--- src/rtl/io_switch_led.sv ---
// ============================================================================
// io_switch_led
// ----------------------------------------------------------------------------
// Memory-mapped LED / switch peripheral for the single-cycle MIPS core. It sits
// directly behind MemOrIO: LED writes land in a 24-bit output register, and
// switch reads return a synchronised, debounced copy of the 24 board switches.
//
// Ports
//   clock       in   1   cpu clock, all state updates on posedge
//   reset       in   1   synchronous, active-high reset
//   led_ctrl    in   1   LED chip select from MemOrIO
//   switch_ctrl in   1   switch chip select from MemOrIO
//   io_read     in   1   IORead strobe
//   io_write    in   1   IOWrite strobe
//   addr        in   2   low address bits: 2'b00 low halfword, 2'b10 high byte
//   wdata       in  16   write data
//   rdata       out 16   read data back to MemOrIO (combinational)
//   switch_i    in  24   raw board switches (asynchronous)
//   led_o       out 24   board LEDs (registered)
//
// Bus semantics: there is no valid/ready handshake. A chip select qualified by
// io_write commits on the next rising edge; a chip select qualified by io_read
// returns data combinationally in the same cycle. The core never stalls, so
// every access completes in exactly one cycle.
//
// Build option
//   IO_LED_READBACK_EN  when defined, an LED chip select with io_read returns
//                       the current LED register contents. When undefined,
//                       LED reads return zero and no readback mux exists.
// ============================================================================
module io_switch_led #(
    parameter int DEBOUNCE_CYCLES = 500000,
    parameter int DEB_CNT_W       = 20
) (
    input  logic        clock,
    input  logic        reset,
    input  logic        led_ctrl,
    input  logic        switch_ctrl,
    input  logic        io_read,
    input  logic        io_write,
    input  logic [1:0]  addr,
    input  logic [15:0] wdata,
    output logic [15:0] rdata,
    input  logic [23:0] switch_i,
    output logic [23:0] led_o
);

    localparam logic [1:0] ADDR_LO = 2'b00;
    localparam logic [1:0] ADDR_HI = 2'b10;

    // Terminal count: the debounced value updates on the cycle the counter
    // sits at DEBOUNCE_CYCLES-1 with the input still stable.
    localparam logic [DEB_CNT_W-1:0] CNT_LAST = DEB_CNT_W'(DEBOUNCE_CYCLES - 1);
    localparam logic [DEB_CNT_W-1:0] CNT_ONE  = DEB_CNT_W'(1);

    // ------------------------------------------------------------------------
    // LED register
    // ------------------------------------------------------------------------
    logic led_wr;

    assign led_wr = led_ctrl && io_write;

    always_ff @(posedge clock) begin
        if (reset) begin
            led_o <= 24'h000000;
        end else if (led_wr) begin
            case (addr)
                ADDR_LO: led_o[15:0]  <= wdata;
                // Only the low byte of the write data maps onto LEDs 23:16.
                ADDR_HI: led_o[23:16] <= wdata[7:0];
                default: ;
            endcase
        end
    end

    // ------------------------------------------------------------------------
    // Switch synchroniser
    // sync1/sync2 form a two-flop synchroniser for the asynchronous switches.
    // prev holds the previous synchronised sample so the debouncer can see
    // any bit change, including one that reverts before the count expires.
    // ------------------------------------------------------------------------
    logic [23:0] sync1;
    logic [23:0] sync2;
    logic [23:0] prev;

    always_ff @(posedge clock) begin
        if (reset) begin
            sync1 <= 24'h000000;
            sync2 <= 24'h000000;
            prev  <= 24'h000000;
        end else begin
            sync1 <= switch_i;
            sync2 <= sync1;
            prev  <= sync2;
        end
    end

    // ------------------------------------------------------------------------
    // Debouncer
    // The whole 24-bit vector shares one counter. Priority order:
    //   1. input moved since last cycle      -> restart count
    //   2. input equals debounced value      -> nothing pending, hold at 0
    //   3. stable long enough                -> accept new value, clear count
    //   4. otherwise                         -> keep counting
    // ------------------------------------------------------------------------
    logic [23:0]          deb;
    logic [23:0]          deb_next;
    logic [DEB_CNT_W-1:0] cnt;
    logic [DEB_CNT_W-1:0] cnt_next;

    always_comb begin
        deb_next = deb;
        cnt_next = cnt;
        if (sync2 != prev) begin
            cnt_next = '0;
        end else if (sync2 == deb) begin
            cnt_next = '0;
        end else if (cnt == CNT_LAST) begin
            deb_next = sync2;
            cnt_next = '0;
        end else begin
            cnt_next = cnt + CNT_ONE;
        end
    end

    always_ff @(posedge clock) begin
        if (reset) begin
            deb <= 24'h000000;
            cnt <= '0;
        end else begin
            deb <= deb_next;
            cnt <= cnt_next;
        end
    end

    // ------------------------------------------------------------------------
    // Read path (combinational)
    // Reads see the register values from before the coming edge, so a read
    // issued in the same cycle as a write returns the old contents.
    // ------------------------------------------------------------------------
    logic        sw_rd;
    logic [15:0] sw_word;

    assign sw_rd = switch_ctrl && io_read;

    always_comb begin
        sw_word = 16'h0000;
        case (addr)
            ADDR_LO: sw_word = deb[15:0];
            ADDR_HI: sw_word = {8'h00, deb[23:16]};
            default: sw_word = 16'h0000;
        endcase
    end

`ifdef IO_LED_READBACK_EN
    logic        led_rd;
    logic [15:0] led_word;

    assign led_rd = led_ctrl && io_read;

    always_comb begin
        led_word = 16'h0000;
        case (addr)
            ADDR_LO: led_word = led_o[15:0];
            ADDR_HI: led_word = {8'h00, led_o[23:16]};
            default: led_word = 16'h0000;
        endcase
    end

    // Switch data wins if both chip selects are asserted together.
    always_comb begin
        rdata = 16'h0000;
        if (sw_rd) begin
            rdata = sw_word;
        end else if (led_rd) begin
            rdata = led_word;
        end
    end
`else
    always_comb begin
        rdata = 16'h0000;
        if (sw_rd) begin
            rdata = sw_word;
        end
    end
`endif

endmodule

--- config.mk ---
export PLATFORM = sky130hd
export DESIGN_NAME = io_switch_led
export DESIGN_NICKNAME = d
export VERILOG_FILES = /design/src/rtl/io_switch_led.sv
export SDC_FILE = /design/constraint.sdc
export NUM_CORES = 1
export LEC_CHECK = 0
export ABC_AREA = 1
export CORE_ASPECT_RATIO = 1.5
export CORE_MARGIN = 2
export CORE_UTILIZATION = 23
export CTS_CLUSTER_SIZE = 20
export DETAILED_ROUTE_END_ITERATION = 10
export GPL_TIMING_DRIVEN = 0
export RECOVER_POWER = 100
export SKIP_CTS_REPAIR_TIMING = 1
export SLEW_MARGIN = 5
export SYNTH_ARGS = -nofsm -noshare
export SYNTH_HDL_FRONTEND = slang
export SYNTH_SLANG_ARGS = --single-unit
--- constraint.sdc ---
create_clock -name clock -period 1.7 [get_ports clock]
set_input_delay 0.34 -clock clock [delete_from_list [all_inputs] [get_ports clock]]
set_output_delay 0.34 -clock clock [all_outputs]
set_load 0.02 [all_outputs]
# Word level (Yosys, flattened, before mapping)
# Cells that the tools add are included.
# Widths: inputs -> output; s select.
[word_totals] register_bits=140 inputBits=48 out_inout_bits=40 word_cells=23
[op_classes] addsub=1 eq_ne=4 muxes=2 bitwise_logic=2 reduce_logical=7
[op_table] operator="$pmux 16 s2" count=1
[op_table] operator="$eq 24x24->1" count=1
[op_table] operator="$ne 24x24->1" count=1
[op_table] operator="$add 20x1->20 const B" count=1
[op_table] operator="$eq 20x19->1 const B" count=1
[op_table] operator="$mux 16" count=1
[op_table] operator="$reduce_and 2->1" count=2
[op_table] operator="$reduce_or 4->1" count=1
[op_table] operator="$reduce_and 3->1" count=1
[op_table] operator="$eq 2x2->1 const B" count=1
[op_table] operator="$logic_and 1x1->1" count=2
[op_table] operator="$logic_not 2->1" count=1
[op_table] operator="$not 1->1" count=2

# Logic depth before layout (Yosys ltp)
# Gate-level depths: netlist of run 1.
[logic_depth] ltp_word=3 ltp_mapped=13 mapped_depth_nobuf=12

# Worst setup path after synthesis of run 1
# No wires, ideal clock.
[synth_timing] kind="flip-flop to flip-flop" start="register cnt[0]" end="register deb[10]" setup_time_ns=0.110 t_arrival_ns=1.539 required_time_ns=1.590 slack_ns=0.052 path_stages_with_launch=10 path_buffers=1 period_less_slack_ns=1.648 cell_sequence="dfxtp_1 -> ha_1 -> nand2_1 -> nor2_2 -> nand3_1 -> nor3_2 -> buf_4 -> nand4_1 -> nand2_1 -> nor2_1"
[synth_between] elab_chain_len=2
[synth_rtl] element="from (decl)" line="108" rtl="logic [DEB_CNT_W-1:0] cnt;"
[synth_rtl] element="from (signal assigned)" line="132" rtl="cnt <= cnt_next;"
[synth_rtl] element="$eq 20x19->1" line="118" rtl="end else if (cnt == CNT_LAST) begin"
[synth_rtl] element="$reduce_and 3->1 (no line)"
[synth_rtl] element="to (signal assigned)" line="131" rtl="deb <= deb_next;"
[synth_rtl] element="to (decl)" line="106" rtl="logic [23:0] deb;"
# No other way between the ends.
# A chain may end at the register's enable or synchronous reset.

# Worst setup path after layout of run 1
[layout_timing] start="register sync2[21]" end="register cnt[15]"
[layout_between] elab_chain_len=2 elab_cells_between_ends=3 classes_between="2 x eq/ne; 1 x reduce/logical"
[layout_rtl] element="from (decl)" line="83" rtl="logic [23:0] sync2;"
[layout_rtl] element="from (signal assigned)" line="93" rtl="sync2 <= sync1;"
[layout_rtl] element="$ne 24x24->1 / $eq 24x24->1 (equally long branches)" line="114, 116"
[layout_rtl] element="$reduce_or 4->1 (no line) *"
# Mark *: on every way between the ends. The rest lies on a longest branch, timed or not.

==> results of run 1 <==
## worst max-delay path, stage by stage (launching register included)
cell and delay (ps):
dfxtp_1 390, inv_2 60, nand2_1 50, nand2_1 40, nor2_1 90, nand2_1 100, nor2_2 120, nand2_2 100
nor2_8 170, nand3_1 140, buf_6 180, nor3_1 140
## power by group through the flow
stage	Combinational (mW)	Sequential, mW	Clock, mW
after floorplan	0.267	3.50	0
after global placement	0.530	3.49	0
after detailed placement	0.533	3.49	0
after CTS	0.535	3.42	3.75
after global routing	0.610	3.43	3.93
final	0.541	3.42	3.65
## how the worst max path moves through the flow
stage,slack (ps),to,startpoint
after CTS,-1090,rdata[0],addr[1]
after global placement,-1060,rdata[0],addr[1]
after floorplan,50,deb[10],cnt[0]
final,-2,cnt[15],sync2[21]
after global routing,-110,deb[10],sync2[21]
after detailed placement,-1080,rdata[0],addr[1]
## cell type report
| cell class | count | area (µm²) | share of cell area [%] |
|---|---|---|---|
| Sequential cell | 140 | 2830 | 35.3 |
| Multi-Input combinational cell | 545 | 2560 | 32.0 |
| Timing Repair Buffer | 100 | 820 | 10.2 |
| Inverter | 167 | 627 | 7.82 |
| Clock buffer | 17 | 425 | 5.31 |
| Tap cell | 333 | 417 | 5.20 |
| Buffer | 26 | 181 | 2.26 |
| Clock inverter | 15 | 151 | 1.89 |
## sequential cells by signal (all words and copies together), names as in the netlist
| signal | cells |
|---|---|
| deb | 24 |
| prev | 24 |
| sync2 | 24 |
| led_o | 24 |
| sync1 | 24 |
| cnt | 20 |
## kinds of logic after synthesis
| group | Yosys count | share of synthesized area (%) |
|---|---|---|
| compound gates | 38 | 3.22 |
| xor+xnor | 15 | 2.21 |
| buf+inv | 193 | 12.7 |
| simple gates | 490 | 34.5 |
| flops | 140 | 47.2 |
| fa+ha+maj | 1 | 0.210 |
## layout by cell type, fill, tap and decap left out, types with 10 or more instances in the layout
master,instances
clkbuf_16,17
nand4_1,28
inv_2,16
nor2_2,11
nor2_1,187
dlymetal6s2s_1,10
dfxtp_1,122
inv_1,151
clkdlybuf4s50_1,42
buf_4,24
nor3_1,15
nand2_1,212
clkbuf_1,34
dfxtp_2,18
o21ai_0,25
## per-layer routing
metal	up-vias	part of all wire, %	global-route usage (%)
met4	4	2.5	5.69
met5	-	0.15	0
li1	2844	-	-
met1	2426	41	12.5
met2	127	50	19.5
met3	25	6.3	3.51
## per-stage QoR
stage          setup WS [ps]  total power, mW  hold WS (ps)
2_1_floorplan           51.5             3.77           388
3_3_place_gp           -1060             4.02           390
3_5_place_dp           -1080             4.02           393
4_1_cts                -1090             7.70           399
5_1_grt                 -110             7.97           415
6_report               -2.13             7.61           390
==> impl_metrics.env, run 1 <==
export IMPL_outcome="finished, violations left"
export IMPL_violations="setup timing"
export IMPL_fin_crit_sh_pct=100
export IMPL_p_comb_share_pct=7.1
export IMPL_timing_rr_end="cnt[15]"
export IMPL_drtIter0Drc=270
export IMPL_reg2reg_depth=11
export IMPL_rows=72
export IMPL_dr_pass1_iters=8
export IMPL_hpwl_mm=10.9
export IMPL_cts_sinks=140
export IMPL_cp_required_ps=2030
export IMPL_worstPathArrival_ps=2040
export IMPL_syn_inst=877
export IMPL_drv_cap=0
export IMPL_syn_nets=926
export IMPL_r2r_start="sync2[21]"
export IMPL_ff2ff_setup_slack_ps=-2
export IMPL_synth_edf_count=0
export IMPL_viasPerCell=4.04
export IMPL_globalplace_congestion=0.798
export IMPL_synth_top_area_cell="dfxtp_1"
export IMPL_swShare_pct=25.5
export IMPL_grt_pass1_wl_mm=24.2
export IMPL_initial_utilization_pct=23.2
export IMPL_wl_mm=14.9
export IMPL_layout_cells_non_filler=1343
export IMPL_min_to="sync2[20]"
export IMPL_coreArea_mm2=0.0256
export IMPL_utilization_pct=31.3
export IMPL_ant_nets=0
export IMPL_grt_max_degree=17
export IMPL_synth_async_reset_ratio_pct=0
export IMPL_cts_buffer_depth=2
export IMPL_synthTopCellsByCount="nand2_1 (219), nor2_1 (199), inv_1 (153)"
export IMPL_skew_ps=9.95
export IMPL_antenna_cells=0
export IMPL_dpl_cell_count=1297
export IMPL_clock_latency_ps=420
export IMPL_fin_area_mm2=0.00801
export IMPL_slew_violations=0
export IMPL_cp_start_kind="flip-flop"
export IMPL_syn2layout_area_growth_pct=34.8
export IMPL_worst_slew_pin_slew_ps=561
export IMPL_synth_flop_cell="dfxtp_1"
export IMPL_rsz0062_at_grt="yes"
export IMPL_numCtsBuffers=17
export IMPL_die_y_um=201
export IMPL_min_from="sync1[20]"
export IMPL_io_buffer_count=87
export IMPL_path_max_fanout=10
export IMPL_seqPwrFrac_pct=44.9
export IMPL_p_per_area_mw_per_mm2=949
export IMPL_power_internal_mw=5.67
export IMPL_grt_pass1_vias=5145
export IMPL_ys_warnings_count=0
export IMPL_ios=88
export IMPL_syn_area_mm2=0.00594
export IMPL_routedWlPerCell_um=11.1
export IMPL_synth_area_leaders="dfxtp_1 (47%), nand2_1 (14%), nor2_1 (13%)"
export IMPL_vias=5426
export IMPL_period_needed_ps=1700
export IMPL_yosysMostFrequentCell="nand2_1"
export IMPL_fill_cells=2848
export IMPL_path_clk_slew_ps=70
export IMPL_cts_root_buf="clkbuf_16"
export IMPL_switching_power_mw=1.94
export IMPL_worst_slack_ps=-2.13
export IMPL_synthDistinctLibCells=28
export IMPL_ys_seq_area_share_pct=47.2
export IMPL_clockPowerShare_pct=47.9
export IMPL_cts_max_level=4
export IMPL_peakVddDrop_uv=737
export IMPL_drc=0
export IMPL_worst_setup_path_type="flip-flop to flip-flop"
export IMPL_drive_above_1_share_pct=15.2
export IMPL_cts_tree="built"
export IMPL_grt_ovfl_total=0
export IMPL_holdCritPathClass="flip-flop to flip-flop"
export IMPL_final_hold_viol_count=0
export IMPL_max_slew_margin_pct=62.6
export IMPL_die_area_mm2=0.0272
export IMPL_leakage_nw=3.61
export IMPL_min_path_cells=2
export IMPL_setup_tns_ps=-2.13
export IMPL_yosysTopAreaCellShare_pct=47.2
export IMPL_syn_area_per_cell_um2=6.78
export IMPL_track_usage_pct=11.3
export IMPL_die_x_um=135
export IMPL_nets=1046
export IMPL_synth_seq_cells=140
export IMPL_antenna_found_initial=2
export IMPL_dpl_instance_area_mm2=0.00723
export IMPL_end_kind="flip-flop"
export IMPL_fmax_ghz=0.588
export IMPL_finalSetupViolCount=1
No activity file was read; power rests on OpenSTA's default activity.
==> run 2, diff against run 1 <==
--- a/config.mk
+++ b/config.mk
@@ -11,7 +11,6 @@
 export CORE_UTILIZATION = 23
 export CTS_CLUSTER_SIZE = 20
 export DETAILED_ROUTE_END_ITERATION = 10
-export GPL_TIMING_DRIVEN = 0
 export RECOVER_POWER = 100
 export SKIP_CTS_REPAIR_TIMING = 1
 export SLEW_MARGIN = 5
==> run 2 against run 1 <==
  * The flow still finishes with violations (setup timing)
  * Largest power group unchanged
  * Highest routed layer is now met4
  * Sequential power barely moved
  * Die area unchanged
  * Non-clock buffer count grew 28
  * Global-route usage shrank 0.14 points
==> impl_metrics.env, run 2 (synthesized netlist as in run 1, its figures left out) <==
export IMPL_wl_mm=15.4
export IMPL_die_area_mm2=0.0272
export IMPL_min_path_cells=2
export IMPL_nets=1073
export IMPL_rsz0062_at_grt="yes"
export IMPL_timing_rr_end="deb[2]"
export IMPL_cts_buffer_depth=2
export IMPL_io_buffer_count=87
export IMPL_grt_pass1_vias=5236
export IMPL_cts_max_level=4
export IMPL_violations="setup timing"
export IMPL_whs_ps=394
export IMPL_antenna_found_initial=0
export IMPL_grt_pass1_wl_mm=24.4
export IMPL_cts_sinks=140
export IMPL_dpl_cell_count=1327
export IMPL_layout_cells_non_filler=1370
export IMPL_cp_required_ps=2020
export IMPL_syn2layout_area_growth_pct=39.7
export IMPL_total_power_mw=7.55
export IMPL_worst_slew_pin_slew_ps=1260
export IMPL_fin_crit_sh_pct=101
export IMPL_peakVddDrop_uv=699
export IMPL_drv_cap=0
export IMPL_cp_start_kind="flip-flop"
export IMPL_coreArea_mm2=0.0256
export IMPL_viasPerCell=4.04
export IMPL_finalSetupViolCount=18
export IMPL_ff2ff_setup_slack_ps=-20
export IMPL_track_usage_pct=11.2
export IMPL_r2r_start="sync2[11]"
export IMPL_rows=72
export IMPL_drc=0
export IMPL_final_common_cell="nand2_1"
export IMPL_leakage_nw=3.67
export IMPL_fmax_ghz=0.583
export IMPL_min_from="sync1[20]"
export IMPL_die_y_um=201
export IMPL_grt_ovfl_total=0
export IMPL_final_hold_viol_count=0
export IMPL_end_kind="flip-flop"
export IMPL_p_per_area_mw_per_mm2=909
export IMPL_cts_tree="built"
export IMPL_final_cell_mix="nand2_1 (203), nor2_1 (191), inv_1 (144), dfxtp_1 (124), buf_4 (52)"
export IMPL_drive_above_1_share_pct=19.1
export IMPL_die_x_um=135
export IMPL_period_needed_ps=1720
export IMPL_worst_setup_path_type="flip-flop to flip-flop"
export IMPL_reg2reg_depth=13
export IMPL_clock_latency_ps=420
export IMPL_skew_ps=7.55
export IMPL_slew_violations=0
export IMPL_holdCritPathClass="flip-flop to flip-flop"
export IMPL_vias=5535
export IMPL_drtIter0Drc=263
export IMPL_path_max_fanout=12
export IMPL_cts_root_buf="clkbuf_16"
export IMPL_min_to="sync2[20]"
export IMPL_hpwl_mm=10.6
export IMPL_path_clk_slew_ps=60
export IMPL_max_slew_margin_pct=16.3
export IMPL_ios=88
export IMPL_globalplace_congestion=0.778
export IMPL_grt_max_degree=30
export IMPL_outcome="finished, violations left"
export IMPL_preCtsSetupSlack_ps=-585
export IMPL_antenna_cells=0
export IMPL_worstPathArrival_ps=2030
export IMPL_routedWlPerCell_um=11.3
export IMPL_initial_utilization_pct=23.2
export IMPL_worst_slack_ps=-16.4
export IMPL_dr_pass1_iters=4
export IMPL_ant_nets=0
export IMPL_numCtsBuffers=17
-- run 2: final cells by class --
class / count / area [µm²]
fill: 2785 / 17300
sequential: 140 / 2820
multi-input combinational: 544 / 2550
timing repair buffer: 154 / 1330
inverter: 167 / 627
clock buffer: 18 / 429
tap: 333 / 417
clock inverter: 14 / 135
-- run 2: how the worst max path moves through the flow --
stage / start / to / slack [ps] / cells past startpoint
floorplan: cnt[0] / deb[10] / 50 / 9
global placement: addr[1] / rdata[7] / -570 / 7
detailed placement: addr[1] / rdata[1] / -580 / 7
CTS: addr[1] / rdata[1] / -590 / 7
global route: sync2[14] / deb[20] / -140 / 14
finish: sync2[11] / deb[2] / -20 / 13
-- run 2: critical path, cell delays in order, from the launching register on --
cell       delay (ps)
dfxtp_2           360
inv_2              50
buf_4             130
nand2_1            50
nand2_1            40
nor2_1            140
nand2_1            90
nor2_2            110
nand3_2           150
nand3_4           170
clkbuf_16         190
nand2_1            50
inv_1              50
nor2_1             40
-- run 2: where the power goes --
| part | leakage (nW) | switching [mW] | internal, mW |
|---|---|---|---|
| Sequential | 1.15 | 0.0461 | 3.37 |
| Combinational | 2.25 | 0.310 | 0.269 |
| Clock | 0.270 | 1.51 | 2.04 |
-- run 2: layer usage --
layer / global-route usage (%) / share of wire, % / vias to the layer above
met5: 0 / 0 / -
met2: 19.5 / 49 / 127
met3: 3.01 / 5.6 / 24
met1: 12.6 / 42 / 2484
li1: - / - / 2900
met4: 5.10 / 2.8 / 0
-- run 2: metrics by stage --
step	cell area (µm²)	utilization (%)	TNS, ps
after CTS	8140	31.8	-10760
after global placement	7580	29.6	-12630
after global routing	8310	32.5	-4280
final	8310	32.5	-133
after floorplan	5940	-	0
after detailed placement	7580	29.6	-13850
==> edit, RTL diff (config.mk and constraints of run 1) <==
Build with the macro `IO_LED_READBACK_EN` defined.
--- a/src/rtl/io_switch_led.sv
+++ b/src/rtl/io_switch_led.sv
@@ -30,2 +30,4 @@
 // ============================================================================
+`define IO_LED_READBACK_EN
+
 module io_switch_led #(
Function: changed (a bounded check fails within 4 cycles, from zero or initial values and one cycle with reset high).
==> edit against run 1 <==
The run still ends with negative setup slack left. Sequential cell count stayed put. Maximum frequency is 8.3% lower. Area after synthesis is 4.2% higher. Utilization is 1.2 points higher. Sequential power hardly changed. Worst setup slack worse by 0.15 ns. Routed wire length is 19% higher. Critical path type is now in2out. Final area is 7.6% higher. Highest routed layer is now met4. Final cell count is 4.1% higher. Total power is 8.4% higher. Largest power group unchanged.
==> edit: results (changes against run 1) <==
[run_status]
status=complete, but fails checks
violations=negative setup slack

[final_layout]
final_cells=1398  ; +4.1%
nNetsFinal=1097  ; +4.9%
drive_gt1_frac=0.226  ; +0.0737

[synthesis]
synth_cell_types=29  ; +3.6%
synthTopCellsByArea=dfxtp_1, nand2_1, nor2_1
synth_common_cells=nand2_1, nor2_1, inv_1
syn_inst=917  ; +4.6%
synth_nets=966  ; +4.3%
yosysSeqAreaShare=0.453  ; -0.0190

[timing]
holdWs_ns=0.394  ; +0.00352 ns
skew_ns=0.00611  ; -0.00384 ns
setup_viol=32  ; +31
tightest_slew_ns=0.654  ; +0.0931 ns
fin_ws_ns=-0.157  ; -0.154 ns

[worst_setup_path]
crit_fanout=6  ; -4
crit_start=addr[1]
crit_path_top_delay_cell=nor2_4

[global_routing]
first_global_vias=5611  ; +9.1%
antenna_found_initial=0  ; -2
grt_pass1_wl_mm=27.1  ; +12%

[placed_design]
io_buffer_count=84  ; -3.4%
hpwl_mm=13.0  ; +18%
place_area_um2=7450  ; +3.1%
placed_cells=1338  ; +3.2%

[drt]
drt_pass1_iterations=5  ; -3
drt_wl_total_mm=17.8  ; +19%

[power_and_ir_drop]
peakVddDrop_mv=0.542  ; -26%

-- edit: cells by family after synthesis --
| kind of cell | after synthesis | share of synthesized area |
|---|---|---|
| buffers and inverters | 206 | 0.130 |
| flip-flops | 140 | 0.453 |
| adder cells (fa/ha/maj) | 1 | 0.00202 |
| XOR/XNOR | 15 | 0.0212 |
| AO/OA/AOI/OAI | 60 | 0.0550 |
| AND/OR/NAND/NOR | 495 | 0.339 |
-- edit: layout make-up --
| class | count | area [µm²] | share of cell area |
|---|---|---|---|
| clock inverter | 14 | 230 | 0.0267 |
| sequential | 140 | 2840 | 0.330 |
| inverter | 174 | 667 | 0.0774 |
| timing repair inverter | 1 | 7.51 | 0.000871 |
| multi-input combinational | 571 | 2880 | 0.334 |
| buffer | 32 | 221 | 0.0257 |
| tap | 337 | 422 | 0.0489 |
| timing repair buffer | 111 | 910 | 0.106 |
| clock buffer | 18 | 439 | 0.0509 |
-- edit: path summary, 6_finish.rpt --
kind         endpoint  cells past startpoint
max          rdata[5]                      8
min          sync2[4]                      2
max reg2reg   cnt[14]                     12
min reg2reg  sync2[4]                      2
-- edit: power breakdown --
| part | internal (mW) | total [mW] | switching [mW] |
|---|---|---|---|
| Sequential | 3.37 | 3.43 | 0.0573 |
| Clock | 2.68 | 4.21 | 1.53 |
| Combinational | 0.258 | 0.604 | 0.346 |
-- edit: layer usage --
metal	part of all wire	track usage	vias to the layer above	routed length [µm]
met5	0	0	-	0
met4	0.044	0.0696	0	777
met3	0.033	0.0228	40	581
met2	0.55	0.237	110	9750
met1	0.38	0.124	2688	6700
li1	-	-	3055	-
-- edit: worst max-delay path, delay by kind of cell --
kind                   cells  cell delay [ns]
AOI/OAI and AO/OA          2             0.33
buffers and inverters      4             0.50
and+or+nand+nor            2             0.34
